<file path="src/rtl/key_debounce_multi_if.sv">
// Key pins in, conditioned per-channel level and single-cycle event pulses out.
interface key_debounce_multi_if #(
  parameter int unsigned N = 4
);
  logic [N-1:0] key;
  logic [N-1:0] key_state;
  logic [N-1:0] press_pulse;
  logic [N-1:0] release_pulse;
  logic [N-1:0] long_pulse;
  logic [N-1:0] repeat_pulse;

  modport master (
    output key,
    input  key_state,
    input  press_pulse,
    input  release_pulse,
    input  long_pulse,
    input  repeat_pulse
  );

  modport slave (
    input  key,
    output key_state,
    output press_pulse,
    output release_pulse,
    output long_pulse,
    output repeat_pulse
  );
endinterface

</file>
<file path="src/rtl/key_debounce_multi.sv">
// N-channel push-button conditioner: 2-FF synchroniser, stable-time filter and a per-channel
// press/hold/long FSM producing a clean level and single-cycle event pulses.
module key_debounce_multi #(
  parameter int unsigned N          = 4,
  parameter bit          ACTIVE_LOW = 1'b1,
  parameter int unsigned STABLE_CYC = 3,
  parameter int unsigned LONG_CYC   = 100,
  parameter bit          REPEAT_EN  = 1'b0,
  parameter int unsigned REPEAT_CYC = 20
) (
  input  logic                  clk,
  input  logic                  rst_n,
  key_debounce_multi_if.slave   keys_io
);

  localparam int unsigned StabW = $clog2(STABLE_CYC) + 1;
  localparam int unsigned HoldW = (LONG_CYC > 1) ? $clog2(LONG_CYC) : 1;
  localparam int unsigned RepW  = (REPEAT_CYC > 1) ? $clog2(REPEAT_CYC) : 1;

  localparam logic [StabW-1:0] StabMax = StabW'(STABLE_CYC - 1);
  localparam logic [HoldW-1:0] HoldMax = HoldW'(LONG_CYC - 1);
  localparam logic [RepW-1:0]  RepMax  = RepW'(REPEAT_CYC - 1);

  typedef enum logic [1:0] {StIdle, StHeld, StLong} state_e;

  logic [N-1:0] s1_q, s2_q;
  logic [N-1:0] key_sync;

  logic [N-1:0] ks_w, press_w, release_w, long_w, repeat_w;

  // Synchronisers idle at the released pin level so reset never looks like a press.
  always_ff @(posedge clk or negedge rst_n) begin
    if (!rst_n) begin
      s1_q <= {N{ACTIVE_LOW}};
      s2_q <= {N{ACTIVE_LOW}};
    end else begin
      s1_q <= keys_io.key;
      s2_q <= s1_q;
    end
  end

  assign key_sync = ACTIVE_LOW ? ~s2_q : s2_q;

  for (genvar c = 0; c < N; c++) begin : g_ch
    logic [StabW-1:0] stab_cnt_q;
    logic             ks_q;
    logic             diff;
    logic             accept;

    state_e           state_q;
    logic [HoldW-1:0] hold_cnt_q;
    logic [RepW-1:0]  rep_cnt_q;
    logic             press_q, release_q, long_q, repeat_q;

    assign diff   = key_sync[c] ^ ks_q;
    assign accept = diff && (stab_cnt_q == StabMax);

    always_ff @(posedge clk or negedge rst_n) begin
      if (!rst_n) begin
        stab_cnt_q <= '0;
        ks_q       <= 1'b0;
      end else if (!diff) begin
        stab_cnt_q <= '0;
      end else if (accept) begin
        stab_cnt_q <= '0;
        ks_q       <= ~ks_q;
      end else begin
        stab_cnt_q <= stab_cnt_q + 1'b1;
      end
    end

    // Release is tested first in every held state so it beats a coincident long/repeat.
    always_ff @(posedge clk or negedge rst_n) begin
      if (!rst_n) begin
        state_q    <= StIdle;
        hold_cnt_q <= '0;
        rep_cnt_q  <= '0;
        press_q    <= 1'b0;
        release_q  <= 1'b0;
        long_q     <= 1'b0;
        repeat_q   <= 1'b0;
      end else begin
        press_q   <= 1'b0;
        release_q <= 1'b0;
        long_q    <= 1'b0;
        repeat_q  <= 1'b0;
        unique case (state_q)
          StIdle: begin
            if (accept && !ks_q) begin
              press_q    <= 1'b1;
              hold_cnt_q <= '0;
              state_q    <= StHeld;
            end
          end
          StHeld: begin
            if (accept && ks_q) begin
              release_q <= 1'b1;
              state_q   <= StIdle;
            end else if (hold_cnt_q == HoldMax) begin
              long_q    <= 1'b1;
              rep_cnt_q <= '0;
              state_q   <= StLong;
            end else begin
              hold_cnt_q <= hold_cnt_q + 1'b1;
            end
          end
          StLong: begin
            if (accept && ks_q) begin
              release_q <= 1'b1;
              state_q   <= StIdle;
            end else if (REPEAT_EN) begin
              if (rep_cnt_q == RepMax) begin
                repeat_q  <= 1'b1;
                rep_cnt_q <= '0;
              end else begin
                rep_cnt_q <= rep_cnt_q + 1'b1;
              end
            end
          end
          default: state_q <= StIdle;
        endcase
      end
    end

    assign ks_w[c]      = ks_q;
    assign press_w[c]   = press_q;
    assign release_w[c] = release_q;
    assign long_w[c]    = long_q;
    assign repeat_w[c]  = repeat_q;
  end

  assign keys_io.key_state     = ks_w;
  assign keys_io.press_pulse   = press_w;
  assign keys_io.release_pulse = release_w;
  assign keys_io.long_pulse    = long_w;
  assign keys_io.repeat_pulse  = REPEAT_EN ? repeat_w : '0;

endmodule

</file>
<file path="src/flat_wrapper.sv">
// flat-port wrapper written by rule: the top's interface ports become plain ports
module key_debounce_multi_flat 
#(
  parameter int unsigned N          = 4,
  parameter bit          ACTIVE_LOW = 1'b1,
  parameter int unsigned STABLE_CYC = 3,
  parameter int unsigned LONG_CYC   = 100,
  parameter bit          REPEAT_EN  = 1'b0,
  parameter int unsigned REPEAT_CYC = 20
)
  (clk, rst_n, keys_io_key, keys_io_key_state, keys_io_press_pulse, keys_io_release_pulse, keys_io_long_pulse, keys_io_repeat_pulse);
  key_debounce_multi_if #(.N(N)) keys_io_i ();
  input  logic clk;
  input  logic rst_n;
  input wire logic [$bits(keys_io_i.key)-1:0] keys_io_key;
  output wire logic [$bits(keys_io_i.key_state)-1:0] keys_io_key_state;
  output wire logic [$bits(keys_io_i.press_pulse)-1:0] keys_io_press_pulse;
  output wire logic [$bits(keys_io_i.release_pulse)-1:0] keys_io_release_pulse;
  output wire logic [$bits(keys_io_i.long_pulse)-1:0] keys_io_long_pulse;
  output wire logic [$bits(keys_io_i.repeat_pulse)-1:0] keys_io_repeat_pulse;
  assign keys_io_i.key = keys_io_key;
  assign keys_io_key_state = keys_io_i.key_state;
  assign keys_io_press_pulse = keys_io_i.press_pulse;
  assign keys_io_release_pulse = keys_io_i.release_pulse;
  assign keys_io_long_pulse = keys_io_i.long_pulse;
  assign keys_io_repeat_pulse = keys_io_i.repeat_pulse;
  key_debounce_multi #(.N(N), .ACTIVE_LOW(ACTIVE_LOW), .STABLE_CYC(STABLE_CYC), .LONG_CYC(LONG_CYC), .REPEAT_EN(REPEAT_EN), .REPEAT_CYC(REPEAT_CYC)) u_core (.clk(clk), .rst_n(rst_n), .keys_io(keys_io_i));
endmodule
</file>
<file path="config.mk">
export PLATFORM = sky130hd
export DESIGN_NAME = key_debounce_multi_flat
export DESIGN_NICKNAME = d
export VERILOG_FILES = /design/src/rtl/key_debounce_multi_if.sv /design/src/rtl/key_debounce_multi.sv /design/src/flat_wrapper.sv
export SDC_FILE = /design/constraint.sdc
export NUM_CORES = 1
export LEC_CHECK = 0
export CAP_MARGIN = 20
export CORE_ASPECT_RATIO = 1.25
export CORE_MARGIN = 8
export CORE_UTILIZATION = 55
export DETAILED_ROUTE_END_ITERATION = 12
export PLACE_DENSITY = 0.72
export SLEW_MARGIN = 0
export SYNTH_ARGS = -nofsm -noshare
export SYNTH_HDL_FRONTEND = slang
export SYNTH_SLANG_ARGS = --single-unit
</file>
<file path="constraint.sdc">
create_clock -name clk -period 4.15 [get_ports clk]
set_input_delay 0.6225 -clock clk [delete_from_list [all_inputs] [get_ports clk]]
set_output_delay 0.6225 -clock clk [all_outputs]
set_load 0.005 [all_outputs]
</file>
==> results.ini, run 1 <==
[timing]
maxSlewViolCount=0
share_of_the_cycle_needed_by_the_critical_path_after_routing_pct=53.2
worst-slew-pin-transition_ns=0.857
max_clock_freq_mhz=453
unrepaired_setup_endpoints_after_global_routing=no
timing.final.crit_period_ns=2.21
setup_viol=0
finalHoldViolCount=0
timing.clock.skew_ns=0.0113
slew-limit-headroom_pct=42.8
setup_total_negative_slack_ns=0

[logic_synthesis]
synth_edf_count=0
synthesis.area_um2=4040
fraction_of_the_mapped_netlist_area_in_adder_cells_pct=8.37
yosys-mux-area-fraction_pct=3.25
post_synthesis_compound_gate_area_fraction_pct=14.0
number_of_library_cell_types_mapped_by_synthesis=61
synth_simple_gate_area_share_pct=21.1
ys_async_sr_fraction_pct=100
synth_top_family_by_area=simple AND/OR/NAND/NOR gates
netlist.area_leader.share_pct=39.7
seq_area_frac_synth_pct=44.9
synth_area_per_cell_um2=10.2
synthDominantAreaCellType=sky130_fd_sc_hd__dfrtp_1
synth-main-ff-cell=sky130_fd_sc_hd__dfrtp_1
ys_ff_latch=72
post_synth_main_area_contributors=sky130_fd_sc_hd__dfrtp_1 (40%), sky130_fd_sc_hd__ha_1 (8.4%), sky130_fd_sc_hd__dfstp_2 (5.2%)
synth_xor_xnor_area_share_pct=1.30
synthesis.instances=394
yosys_warnings=0

[critical_path]
cp.arrival_ns=2.45
cp-end-kind=register
crit_start_category=register
cp_max_fo=16
worst_ep_required_time_ns=4.40
timing_worst_setup_path_type=reg -> reg
timing.reg2reg.worst_path_depth=6

[final_layout]
final_cells=502
numnets_final=438
leading_cell_types_in_the_layout_fill_and_taps_excluded=sky130_fd_sc_hd__dfrtp_1 (64), sky130_fd_sc_hd__nor2_1 (31), sky130_fd_sc_hd__inv_1 (30)
syn_to_final_growth_pct=8.71
stdcell_area_um2=4390
share_of_layout_cells_above_drive_strength_1_pct=11.0
insertedDiodeCount=0
layout_commonest_cell=sky130_fd_sc_hd__dfrtp_1

[cts]
clk_path_buf_depth=2
cts-hold-fix-buffers=0
cts_tree=built
post_cts_resize_count=0
clock_root_buffer=sky130_fd_sc_hd__clkbuf_8
clock_insertion_delay_worst_skew_ns=0.35
cts.htree.levels=3
clock-sinks=72
clkSlewWorstSetupHoldPaths_ns=0.08
postCtsSetupRepairBufs=0
cts_buffers=9

[placed_design]
placement.cell_area_um2=4200
hpwl_mm=4.81
globalplace.congestion=0.812
cell_count_after_placement=486
portBuffers=21

[power]
power_per_cell_area_nw_per_um2=586
p_leak_uw=0.00192
max-vdd-ir-drop_v=0.000315

[floorplan]
core_um2=7230
die_y_um=112
floorplan.initialDensity_pct=55.9
die_area_um2=10400
std_cell_rows=35
io_pins=26
die-width_um=92.6

[drt]
viasPerCell=5.65
firstDrtPassIters=4
routed-via-count=2836
postRouteWirelength_mm=6.88
post-route-drc-count=0
drtIter0Drc=84
detail-route-antenna-nets=0
route.detailed.wl_per_inst_um=13.7

[flow_run]
maxCapViolCount=0

[global_routing]
first_global_vias=2811
overflow_left_after_global_routing=0
grt_max_degree=73
globalRouteTotalUtil_pct=14.4
antenna_found_initial=0
grt_pass1_wl_mm=12.2

[worst_hold_path]
min_path_cells=0
hold_crit_class=reg -> reg

[outcome]
result_of_the_run=finished clean

## synth_stat cells (3+ instances only)
cell and n:
sky130_fd_sc_hd__clkbuf_1 3, sky130_fd_sc_hd__a221o_1 3, sky130_fd_sc_hd__nand2b_1 11, sky130_fd_sc_hd__o21ai_0 8
sky130_fd_sc_hd__nor3_1 5, sky130_fd_sc_hd__or2_2 4, sky130_fd_sc_hd__mux2_2 5, sky130_fd_sc_hd__nor2b_1 10
sky130_fd_sc_hd__xnor2_1 6, sky130_fd_sc_hd__nand3_1 25, sky130_fd_sc_hd__mux2i_1 6, sky130_fd_sc_hd__and2_1 4
sky130_fd_sc_hd__a22oi_1 3, sky130_fd_sc_hd__nand3b_1 7, sky130_fd_sc_hd__o21bai_1 3, sky130_fd_sc_hd__nand4b_1 4
sky130_fd_sc_hd__o311ai_0 3, sky130_fd_sc_hd__inv_1 30, sky130_fd_sc_hd__dfstp_2 8, sky130_fd_sc_hd__a21oi_1 11
sky130_fd_sc_hd__o22ai_1 5, sky130_fd_sc_hd__and3_1 6, sky130_fd_sc_hd__nand4_1 7, sky130_fd_sc_hd__nor2_1 31
sky130_fd_sc_hd__dfrtp_1 64, sky130_fd_sc_hd__o21a_1 4, sky130_fd_sc_hd__nand2_1 17, sky130_fd_sc_hd__ha_1 27
sky130_fd_sc_hd__a22o_1 3, sky130_fd_sc_hd__o211ai_1 13, sky130_fd_sc_hd__buf_4 20
## kinds of logic (layout without fill, tap and decap cells)
| family | after synthesis | count (layout) |
|---|---|---|
| AND/OR/NAND/NOR | 149 | 149 |
| XOR/XNOR | 6 | 6 |
| adder cells (fa/ha/maj) | 27 | 27 |
| other | 1 | 4 |
| multiplexers | 12 | 12 |
| flip-flops | 72 | 72 |
| buffers and inverters | 54 | 67 |
| AO/OA/AOI/OAI | 73 | 73 |
## state kept, by name, indices dropped and copies added (netlist names)
signal                  cells
u_core.g_ch.hold_cnt_q     28
u_core.g_ch.stab_cnt_q     12
u_core.g_ch.state_q         8
u_core.g_ch.ks_q            4
u_core.g_ch.long_q          4
u_core.g_ch.press_q         4
u_core.g_ch.release_q       4
u_core.s1_q                 4
u_core.s2_q                 4
## worst max-delay path: stages (launching register included)
cell and delay (ns):
sky130_fd_sc_hd__dfrtp_1 0.39, sky130_fd_sc_hd__inv_1 0.12, sky130_fd_sc_hd__ha_1 0.52, sky130_fd_sc_hd__nand3_1 0.13, sky130_fd_sc_hd__nor2_1 0.38, sky130_fd_sc_hd__o21a_4 0.26
sky130_fd_sc_hd__mux2_4 0.30
## worst paths after layout
path	startpoint	end	slack [ns]
min in group asynchronous	rst_n	u_core.g_ch[3].hold_cnt_q[3]	0.38
max in group asynchronous	rst_n	u_core.g_ch[2].state_q[0]	3.21
worst min-delay path	u_core.s1_q[1]	u_core.s2_q[1]	0.36
worst max-delay path	u_core.g_ch[1].state_q[1]	u_core.g_ch[1].hold_cnt_q[0]	1.94
worst max register to register	u_core.g_ch[1].state_q[1]	u_core.g_ch[1].hold_cnt_q[0]	1.94
worst min register to register	u_core.s1_q[1]	u_core.s2_q[1]	0.36
## stage by stage
stage / utilization (%) / power, uW / setup WS [ns] / hold slack [ns]
2_1_floorplan: - / 1830 / 2.13 / 0.327
3_3_place_gp: 58.1 / 2000 / 2.06 / 0.346
3_5_place_dp: 58.1 / 2040 / 1.96 / 0.349
4_1_cts: 60.7 / 2600 / 1.95 / 0.359
5_1_grt: 60.7 / 2780 / 1.81 / 0.365
6_report: 60.7 / 2570 / 1.94 / 0.358
## power breakdown
group | leakage [uW] | switching [uW] | internal [uW] | total (uW)
clock network | 0.000100 | 252 | 292 | 544
logic | 0.000887 | 539 | 455 | 994
registers | 0.000931 | 169 | 866 | 1030
total | 0.00192 | 959 | 1610 | 2570
## metal layers
layer  wire, um  vias to the layer above  GRT usage, %
li1           -                     1412             -
met1       3080                     1381          16.7
met2       3460                       37          23.4
met3        251                        6          4.37
met4         83                        0          6.90
met5          0                        -             0
## cell type report
| type | count | area [um2] |
|---|---|---|
| multi-input combinational | 271 | 1950 |
| fill | 626 | 2840 |
| timing repair buffer | 21 | 208 |
| tap | 92 | 115 |
| inverter | 30 | 113 |
| clock inverter | 4 | 45.0 |
| sequential | 72 | 1810 |
| clock buffer | 12 | 145 |
Power figures use the tool's default switching activity.
==> run 2: changes to the inputs <==
Clock period 4.15 ns to 2.1 ns, I/O delays scaled along.
==> run 2 against run 1 <==
  * Die area did not move
  * Critical path depth unchanged
  * Maximum frequency is 10% higher
  * Non-clock buffer count is 16 higher
  * Largest power group is now combinational cells
  * Critical path type unchanged
  * Setup slack got worse by 1.8 ns
  * Sequential power grew 99%
  * Clock power up 99%
==> results.ini, run 2 (same netlist as run 1, synthesis figures left out) <==
[timing]
finalHoldViolCount=0  ; unchanged
setup_viol=0  ; unchanged
setup_total_negative_slack_ns=0  ; unchanged
max_clock_freq_mhz=499  ; +10%
share_of_the_cycle_needed_by_the_critical_path_after_routing_pct=95.4  ; +42 points
timing.clock.skew_ns=0.00783  ; -0.00345 ns
unrepaired_setup_endpoints_after_global_routing=no
timing.final.crit_period_ns=2.00  ; -0.203 ns
maxSlewViolCount=0  ; unchanged

[final_layout]
syn_to_final_growth_pct=12.1
layout_commonest_cell=sky130_fd_sc_hd__dfrtp_1
largestRegisters=u_core.g_ch.hold_cnt_q (28), u_core.g_ch.stab_cnt_q (12), u_core.g_ch.state_q (8)
leading_cell_types_in_the_layout_fill_and_taps_excluded=sky130_fd_sc_hd__dfrtp_1 (64), sky130_fd_sc_hd__nor2_1 (31), sky130_fd_sc_hd__inv_1 (30)
insertedDiodeCount=0  ; unchanged
largest-register=u_core.g_ch.hold_cnt_q
fill_cells=619  ; -1.1%
multiInputGateArea_um2=1950  ; +0.13%
numnets_final=454  ; +3.7%
largest_register_ff_count=28  ; unchanged
seq_area_um2=1810  ; unchanged
share_of_layout_cells_above_drive_strength_1_pct=14.1  ; +3.1 points

[drt]
detail-route-antenna-nets=0  ; unchanged
post-route-drc-count=0  ; unchanged
firstDrtPassIters=4  ; unchanged
postRouteWirelength_mm=7.15  ; +3.9%
drtIter0Drc=102  ; +21%
viasPerCell=5.66  ; +0.19%
routed-via-count=2932  ; +3.4%
route.detailed.wl_per_inst_um=13.8  ; +0.73%

[critical_path]
cp_max_fo=8  ; -8
worst_ep_required_time_ns=2.33  ; -2.07 ns
cp.buffers_inverters=1  ; unchanged
crit_start_category=register
crit_path_cell_trace=inv_1, ha_2, or4b_4, and2_4, a21o_4, a221o_1
cp_slowest_cell=sky130_fd_sc_hd__or4b_4
cp_top_family=simple AND/OR/NAND/NOR gates
cp-end-kind=register
slowest_delay_ns=0.49  ; -0.03 ns
cp.arrival_ns=2.24  ; -0.21 ns
timing_worst_setup_path_type=reg -> reg

[cts]
cts_tree=built
clock_insertion_delay_worst_skew_ns=0.34  ; about the same
cts_buffers=9  ; unchanged
clk_path_buf_depth=2  ; unchanged
cts.htree.levels=3  ; unchanged
clock-sinks=72  ; unchanged
clkSlewWorstSetupHoldPaths_ns=0.08  ; about the same
clock_root_buffer=sky130_fd_sc_hd__clkbuf_8

[power]
p_leak_uw=0.00199  ; +3.9%
power_per_cell_area_nw_per_um2=1160  ; +97%
power_uw=5240  ; +100%
max-vdd-ir-drop_v=0.000640  ; +100%

[placed_design]
hpwl_mm=5.06  ; +5.2%
globalplace.congestion=0.838  ; +3.2%
portBuffers=21  ; unchanged

[floorplan]
die-width_um=92.6  ; unchanged
die_area_um2=10400  ; unchanged
floorplan.initialDensity_pct=55.9  ; unchanged
std_cell_rows=35  ; unchanged
io_pins=26  ; unchanged
die_y_um=112  ; unchanged
core_um2=7230  ; unchanged

[outcome]
result_of_the_run=finished clean

[global_routing]
groute.layer.met2.usage_pct=25.0  ; +1.7 points
grt_pass1_wl_mm=12.7  ; +4.1%
antenna_found_initial=0  ; unchanged
grt.met1_usage_pct=17.1  ; +0.36 points
first_global_vias=2955  ; +5.1%
grtUsageMet3_pct=2.96  ; -1.4 points
grt_max_degree=43  ; -41%
globalRouteTotalUtil_pct=14.8  ; +0.47 points
global_route.peak_usage_layer=met2
overflow_left_after_global_routing=0  ; unchanged

[flow_run]
maxCapViolCount=0  ; unchanged

[worst_hold_path]
hold_crit_class=reg -> reg

-- run 2: cell count changes in the layout (fill, tap and decap cells not counted) --
| cell | before | now |
|---|---|---|
| sky130_fd_sc_hd__o311ai_1 | 0 | 1 |
| sky130_fd_sc_hd__o311ai_0 | 3 | 2 |
| sky130_fd_sc_hd__clkinvlp_4 | 0 | 1 |
| sky130_fd_sc_hd__buf_4 | 1 | 15 |
| sky130_fd_sc_hd__clkbuf_1 | 2 | 3 |
| sky130_fd_sc_hd__clkinv_2 | 3 | 1 |
| sky130_fd_sc_hd__buf_12 | 0 | 1 |
| sky130_fd_sc_hd__ha_1 | 27 | 26 |
| sky130_fd_sc_hd__dlygate4sd3_1 | 0 | 1 |
| sky130_fd_sc_hd__ha_2 | 0 | 1 |
-- run 2: through the flow --
stage                     utilization, %  cells  cell area [um2]  worst slack, ns  hold WS [ns]
after floorplan                        -    397             4050           0.0763        0.0194
after global placement              59.4    497             4290            0.134         0.278
after detailed placement            59.4    497             4290           0.0718         0.276
after CTS                           62.2    514             4500           0.0721         0.354
after global routing                62.7    518             4530         0.000413         0.359
final                               62.7    518             4530           0.0972         0.348
-- run 2: layout make-up --
type | count | area share (%)
clock inverter | 3 | 0.939
multi-input combinational | 271 | 43.2
inverter | 30 | 2.49
sequential | 72 | 40.0
tap | 92 | 2.54
timing repair buffer | 37 | 7.57
clock buffer | 13 | 3.29
-- run 2: where the power goes --
group	switching [uW]	leakage [uW]	internal, uW
clock	496	0.0000936	581
combinational	1090	0.000967	1020
sequential	338	0.000931	1710
total	1920	0.00199	3320
-- run 2: path summary, 6_finish.rpt --
check,slack (ns),startpoint,cells after the start,to
max,0.1,u_core.g_ch[3].stab_cnt_q[0],6,u_core.g_ch[3].hold_cnt_q[5]
min,0.35,u_core.s1_q[0],0,u_core.s2_q[0]
max reg2reg,0.1,u_core.g_ch[3].stab_cnt_q[0],6,u_core.g_ch[3].hold_cnt_q[5]
min reg2reg,0.35,u_core.s1_q[0],0,u_core.s2_q[0]
max in group asynchronous,1.06,rst_n,3,u_core.s1_q[2]
min in group asynchronous,0.43,rst_n,2,u_core.g_ch[3].long_q
-- run 2: what timing repair did --
item / 4_1_cts / 5_1_grt
hold buffers: 1 / 0
gates resized for setup: 0 / 2
endpoints found under the hold margin: 28 / 0
setup endpoints to repair: 0 / 5
setup buffers: 0 / 4
-- run 2: metal layers --
layer | part of all wire, % | vias up
met2 | 51 | 52
met3 | 3.3 | 9
li1 | - | 1452
met5 | 0 | -
met1 | 44 | 1419
met4 | 1.8 | 0
